==> src/rtl/evaluator_arb_pkg.sv <==
// Shared types and defaults for the evaluator arbiter: FSM state encoding,
// parameter defaults and the timeout counter width helper.
package evaluator_arb_pkg;

    typedef enum logic [1:0] {
        IDLE      = 2'd0,
        ISSUE     = 2'd1,
        WAIT_DONE = 2'd2,
        RESPOND   = 2'd3
    } arb_state_e;

    localparam int N_REQ_DEF   = 4;
    localparam int W_DEF       = 8;
    localparam int TIMEOUT_DEF = 255;

    function automatic int cnt_width(input int timeout);
        return $clog2(timeout + 1);
    endfunction

endpackage

==> src/rtl/rr_pick.sv <==
// Combinational round-robin picker: rotate the request vector so ptr sits at
// bit 0, priority-encode the lowest set bit, then un-rotate back to an index.
module rr_pick #(
    parameter int N_REQ = 4,
    parameter int IW    = 2
) (
    input  logic [N_REQ-1:0] req_i,
    input  logic [IW-1:0]    ptr_i,
    output logic [IW-1:0]    idx_o,
    output logic             valid_o
);

    logic [N_REQ-1:0] rot_s;
    logic [IW-1:0]    off_s;
    logic [IW:0]      sum_s;

    // Rotate, encode and un-rotate in one combinational pass.
    always_comb begin
        rot_s = '0;
        for (int i = 0; i < N_REQ; i++) begin
            for (int j = 0; j < N_REQ; j++) begin
                rot_s[i] = rot_s[i] | ((ptr_i == IW'(j)) & req_i[(i + j) % N_REQ]);
            end
        end

        // Scanning high to low lets the lowest set offset overwrite the rest.
        off_s = '0;
        for (int i = N_REQ - 1; i >= 0; i--) begin
            off_s = rot_s[i] ? IW'(i) : off_s;
        end

        sum_s   = {1'b0, off_s} + {1'b0, ptr_i};
        idx_o   = (sum_s >= (IW + 1)'(N_REQ)) ? IW'(sum_s - (IW + 1)'(N_REQ))
                                              : sum_s[IW-1:0];
        valid_o = |req_i;
    end

endmodule

==> src/rtl/evaluator_arbiter.sv <==
// Round-robin arbiter sharing one multi-cycle sqrt(a^2+b^2) evaluator between
// N_REQ requesters, with a per-job timeout that returns an error response.
module evaluator_arbiter
    import evaluator_arb_pkg::*;
#(
    parameter int N_REQ   = N_REQ_DEF,
    parameter int W       = W_DEF,
    parameter int TIMEOUT = TIMEOUT_DEF
) (
    input  logic               clk_i,
    input  logic               rst_i,
    input  logic [N_REQ-1:0]   req_i,
    input  logic [N_REQ*W-1:0] a_bi,
    input  logic [N_REQ*W-1:0] b_bi,
    output logic [N_REQ-1:0]   ack_o,
    output logic [N_REQ-1:0]   done_o,
    output logic [W-1:0]       y_bo,
    output logic               err_o,
    output logic               ev_start_o,
    output logic [W-1:0]       ev_a_bo,
    output logic [W-1:0]       ev_b_bo,
    input  logic               ev_busy_i,
    input  logic [W-1:0]       ev_y_bi
);

    localparam int IW = (N_REQ > 1) ? $clog2(N_REQ) : 1;
    localparam int CW = cnt_width(TIMEOUT);

    arb_state_e        state_q, state_d;
    logic [IW-1:0]     ptr_q, ptr_d;
    logic [IW-1:0]     idx_q, idx_d;
    logic [W-1:0]      a_q, a_d;
    logic [W-1:0]      b_q, b_d;
    logic [CW-1:0]     cnt_q, cnt_d;
    logic [N_REQ-1:0]  ack_q, ack_d;
    logic [N_REQ-1:0]  done_q, done_d;
    logic              err_q, err_d;
    logic              start_q, start_d;
    logic [W-1:0]      y_q, y_d;

    logic [IW-1:0]     pick_idx_s;
    logic              pick_valid_s;
    logic [W-1:0]      sel_a_s;
    logic [W-1:0]      sel_b_s;
    logic              expired_s;

    function automatic logic [N_REQ-1:0] to_onehot(input logic [IW-1:0] k);
        return {{(N_REQ-1){1'b0}}, 1'b1} << k;
    endfunction

    rr_pick #(
        .N_REQ (N_REQ),
        .IW    (IW)
    ) u_rr_pick (
        .req_i   (req_i),
        .ptr_i   (ptr_q),
        .idx_o   (pick_idx_s),
        .valid_o (pick_valid_s)
    );

    // AND-OR mux of the winner's operands out of the packed buses.
    always_comb begin
        sel_a_s = '0;
        sel_b_s = '0;
        for (int k = 0; k < N_REQ; k++) begin
            sel_a_s = sel_a_s | ({W{pick_idx_s == IW'(k)}} & a_bi[k*W +: W]);
            sel_b_s = sel_b_s | ({W{pick_idx_s == IW'(k)}} & b_bi[k*W +: W]);
        end
    end

    assign expired_s = (cnt_q == CW'(TIMEOUT));

    // Next-state and registered-output logic for the arbitration FSM.
    always_comb begin
        state_d = state_q;
        ptr_d   = ptr_q;
        idx_d   = idx_q;
        a_d     = a_q;
        b_d     = b_q;
        cnt_d   = cnt_q;
        ack_d   = '0;
        done_d  = '0;
        err_d   = 1'b0;
        start_d = start_q;
        y_d     = y_q;

        case (state_q)
            IDLE: begin
                // A busy evaluator here is left over from an aborted job.
                if (pick_valid_s && !ev_busy_i) begin
                    idx_d   = pick_idx_s;
                    a_d     = sel_a_s;
                    b_d     = sel_b_s;
                    cnt_d   = '0;
                    ack_d   = to_onehot(pick_idx_s);
                    start_d = 1'b1;
                    state_d = ISSUE;
                end else begin
                    start_d = 1'b0;
                end
            end
            ISSUE: begin
                if (expired_s) begin
                    y_d     = '0;
                    err_d   = 1'b1;
                    done_d  = to_onehot(idx_q);
                    start_d = 1'b0;
                    state_d = RESPOND;
                end else if (ev_busy_i) begin
                    cnt_d   = cnt_q + CW'(1);
                    start_d = 1'b0;
                    state_d = WAIT_DONE;
                end else begin
                    cnt_d   = cnt_q + CW'(1);
                end
            end
            WAIT_DONE: begin
                if (expired_s) begin
                    y_d     = '0;
                    err_d   = 1'b1;
                    done_d  = to_onehot(idx_q);
                    start_d = 1'b0;
                    state_d = RESPOND;
                end else if (!ev_busy_i) begin
                    y_d     = ev_y_bi;
                    done_d  = to_onehot(idx_q);
                    state_d = RESPOND;
                end else begin
                    cnt_d   = cnt_q + CW'(1);
                end
            end
            RESPOND: begin
                ptr_d   = (idx_q == IW'(N_REQ - 1)) ? '0 : idx_q + IW'(1);
                start_d = 1'b0;
                state_d = IDLE;
            end
            default: begin
                start_d = 1'b0;
                state_d = IDLE;
            end
        endcase
    end

    // State and output registers with synchronous reset.
    always_ff @(posedge clk_i) begin
        if (rst_i) begin
            state_q <= IDLE;
            ptr_q   <= '0;
            idx_q   <= '0;
            a_q     <= '0;
            b_q     <= '0;
            cnt_q   <= '0;
            ack_q   <= '0;
            done_q  <= '0;
            err_q   <= 1'b0;
            start_q <= 1'b0;
            y_q     <= '0;
        end else begin
            state_q <= state_d;
            ptr_q   <= ptr_d;
            idx_q   <= idx_d;
            a_q     <= a_d;
            b_q     <= b_d;
            cnt_q   <= cnt_d;
            ack_q   <= ack_d;
            done_q  <= done_d;
            err_q   <= err_d;
            start_q <= start_d;
            y_q     <= y_d;
        end
    end

    assign ack_o      = ack_q;
    assign done_o     = done_q;
    assign err_o      = err_q;
    assign y_bo       = y_q;
    assign ev_start_o = start_q;
    assign ev_a_bo    = a_q;
    assign ev_b_bo    = b_q;

endmodule

==> config.mk <==
export PLATFORM = sky130hd
export DESIGN_NAME = evaluator_arbiter
export DESIGN_NICKNAME = d
export VERILOG_FILES = /design/src/rtl/evaluator_arb_pkg.sv /design/src/rtl/rr_pick.sv /design/src/rtl/evaluator_arbiter.sv
export SDC_FILE = /design/constraint.sdc
export NUM_CORES = 1
export LEC_CHECK = 0
export BUFFER_PORTS_ARGS = -buffer_cell sky130_fd_sc_hd__buf_4
export CORE_MARGIN = 2
export CORE_UTILIZATION = 50
export CTS_BUF_LIST = sky130_fd_sc_hd__clkbuf_16
export DETAILED_ROUTE_END_ITERATION = 8
export PLACE_DENSITY = 0.91
export SETUP_SLACK_MARGIN = 0.05
export SYNTH_ARGS = -nofsm -noshare
export SYNTH_HDL_FRONTEND = slang
export SYNTH_SLANG_ARGS = --single-unit
==> constraint.sdc <==
create_clock -name clk_i -period 2.8 [get_ports clk_i]
set_input_delay 0.56 -clock clk_i [delete_from_list [all_inputs] [get_ports clk_i]]
set_output_delay 0.56 -clock clk_i [all_outputs]
set_load 0.02 [all_outputs]
==> metrics <==
Die X 82.27 um; Hold Path End y_bo[7]; placed insts 559; Core ar. 5921 sq um; DRC Markers 0; min-delay src y_bo[7]; Clock Tree Buf Depth 2; Max-Cap Viols 0; gpl congestion 0.8457; initial core utilization 51.73%; critical path data arrival time 2.58 ns; switching pwr 1026 uW; register bit count reported by yosys 48; combinational share of power 44.6%; Clock Tree Root clkbuf_16; RR Endpoint ev_a_bo[5]; most frequent cells in the layout buf_4 (118), nand2_1 (76), dfxtp_1 (47), nor2_1 (40), mux2i_1 (37); Max VDD drop 0.3520 mV; pin count of the biggest net entering global routing 49; total global routing overflow 0; commonest non-fill, non-tap cell in the layout buf_4; FFs w/ async S/R, synth 0%; synthesized net count 479; Synth Warn # 0; Reg clk slew, reported paths 0.07 ns; kind of critical path in -> reg; DRT iter0 DRCs 171; Final setup violation count 0; H-tree Lvls 2; via count 3202; main flop type after synthesis dfxtp_1; Final Non-Filler Cells 567; area of the multi-input gates 1937 sq um; clock sink count 48; Max FO, Critical Path 32; hold_buf cts 0; Post-DP HPWL 6.199 mm; Switching Fraction 38.45%; Die H 82.27 um; Post-synth EDFFs 0; IO buf count 112; Yosys cell types 44; Fin Setup TNS 0 ns; post-synthesis sequential area ratio 31.37%; cell leakage power 0.001957 uW; die area 6768 sq um; Clk pwr share 22.2%; final hold viol count 0; Wirelength per Cell 14.63 um; Tcrit/Tclk final 86.31%; Worst EP required 2.96 ns; CTS tree yes; initial antenna violation count 0; fin. max-slew vios 0; Mapped Avg Cell Area 7.854 sq um; GRT Util Overall 24.08%; Avg Vias per Cell 5.647; vias in the first global route 2871; Nets 580; worst skew pair latency 0.29 ns; fin crit period 2.417 ns; Power Density 650.8 nW/um^2; Crit. End Element register; Setup crit start kind primary input; max_slew headroom 20.98%; post-route ant nets 0; Reg-to-Reg Start ptr_q[1]; HP Class reg -> reg; Storage cell area 962.2 sq um; Antenna Cells 0; num rows 28; Syn-to-layout area delta 33.82%; Worst-Margin Slew 1.181 ns; worst reg2reg setup slack 0.39 ns; Hold Crit Depth 2; internal power 1642 uW; Synth Instances 390; Netlist Area Pre-Place 3063 sq um; status complete, no violations; drt pass-1 iters 4; CTS Buf Count 5; io pins 113; share of layout cells above drive strength 1 27.85%; sequential power share 33.2%; WHS 0.4531 ns; clock skew 0.004190 ns; Fillers 470; wire length of the first global-routing pass 12.74 mm; max frequency 0.4138 GHz; Final Routed Wirelength 8.295 mm; R2R depth 8; RSZ-0062 raised after global routing no
[metal layers]
| metal | vias up | global-route usage, % | part of all wire, % |
|---|---|---|---|
| met2 | 106 | 42.50 | 52 |
| met1 | 1510 | 28.54 | 40 |
| met5 | - | 0 | 0 |
| li1 | 1572 | - | - |
| met4 | 0 | 10.67 | 2.0 |
| met3 | 14 | 3.913 | 6.0 |
[power by group through the flow]
stage | Sequential (uW) | Clock [uW] | Combinational (uW)
after floorplan | 971 | 0 | 697
after global placement | 890 | 0 | 1140
after detailed placement | 897 | 0 | 1180
after CTS | 884 | 600 | 1190
after global routing | 900 | 620 | 1290
final | 885 | 593 | 1190
[Yosys cell counts (4+ instances only)]
cell type	number	area share (%)
inv_1	10	1.2
nand2b_1	8	1.6
nor2_1	40	4.9
and3_1	19	3.9
a21oi_1	18	2.9
nand3_1	14	2.3
ha_1	10	4.1
o31ai_1	16	3.9
and2_1	8	1.6
a31oi_1	4	0.82
clkbuf_1	13	1.6
dfxtp_1	48	31
mux2i_1	37	12
nand2_1	76	9.3
buf_2	6	0.98
o211ai_1	16	3.9
[worst max-delay path, stage by stage]
cell	delay, ns
buf_4	0.11
inv_1	0.08
o311a_1	0.33
o21ai_0	0.17
ha_1	0.31
xnor2_2	0.12
buf_4	0.25
and3_1	0.21
o31ai_1	0.29
o211ai_1	0.14
[logic make-up after synthesis]
group           after synthesis  synth area share (%)
fa+ha+maj                    10                 4.085
simple gates                183                 27.98
mux                          37                 12.09
flops                        48                 31.37
compound gates               73                 17.48
buf+inv                      36                 5.882
xor+xnor                      3                 1.103
[sequential cells by signal, summed over array words and instances, names as in the netlist]
signal / count
cnt_q: 8
ev_a_bo: 8
ev_b_bo: 8
y_bo: 8
ack_o: 4
done_o: 4
idx_q: 2
ptr_q: 2
state_q: 2
err_o: 1
ev_start_o: 1
[worst max-delay path by stage]
stage	depth (start not counted)	slack, ns	end	startpoint
detailed placement	10	0.09	ev_a_bo[5]	req_i[3]
global placement	10	0.17	ev_a_bo[5]	req_i[3]
global route	10	0.19	ev_a_bo[5]	ptr_q[0]
finish	10	0.38	ev_a_bo[5]	req_i[3]
floorplan	11	0.36	ev_a_bo[7]	req_i[0]
CTS	9	0.28	ev_a_bo[5]	ptr_q[0]
[final cells by class]
type / count / share of cell area, %
Clock buffer: 5 / 3.053
Clock inverter: 3 / 0.4274
Tap cell: 75 / 2.289
Multi-Input combinational cell: 306 / 47.25
Timing Repair Buffer: 120 / 22.59
Inverter: 10 / 0.9158
Sequential cell: 48 / 23.47
[per-stage QoR]
stage                     power [uW]  setup WS (ns)  utilization (%)  cell area (sq um)
final                           2668         0.3833            69.23               4099
after global routing            2814         0.1905            69.23               4099
after CTS                       2671         0.2787            69.21               4098
after detailed placement        2072        0.08502            66.80               3955
after global placement          2028         0.1666            66.80               3955
after floorplan                 1669         0.3552                -               3063
[what timing repair did]
item / 4_1_cts / 5_1_grt
setup endpoints to repair: 0 / 2
resized for setup: 0 / 1
setup buffers: 0 / 0
Note: power is estimated with default switching activity, not from simulation.
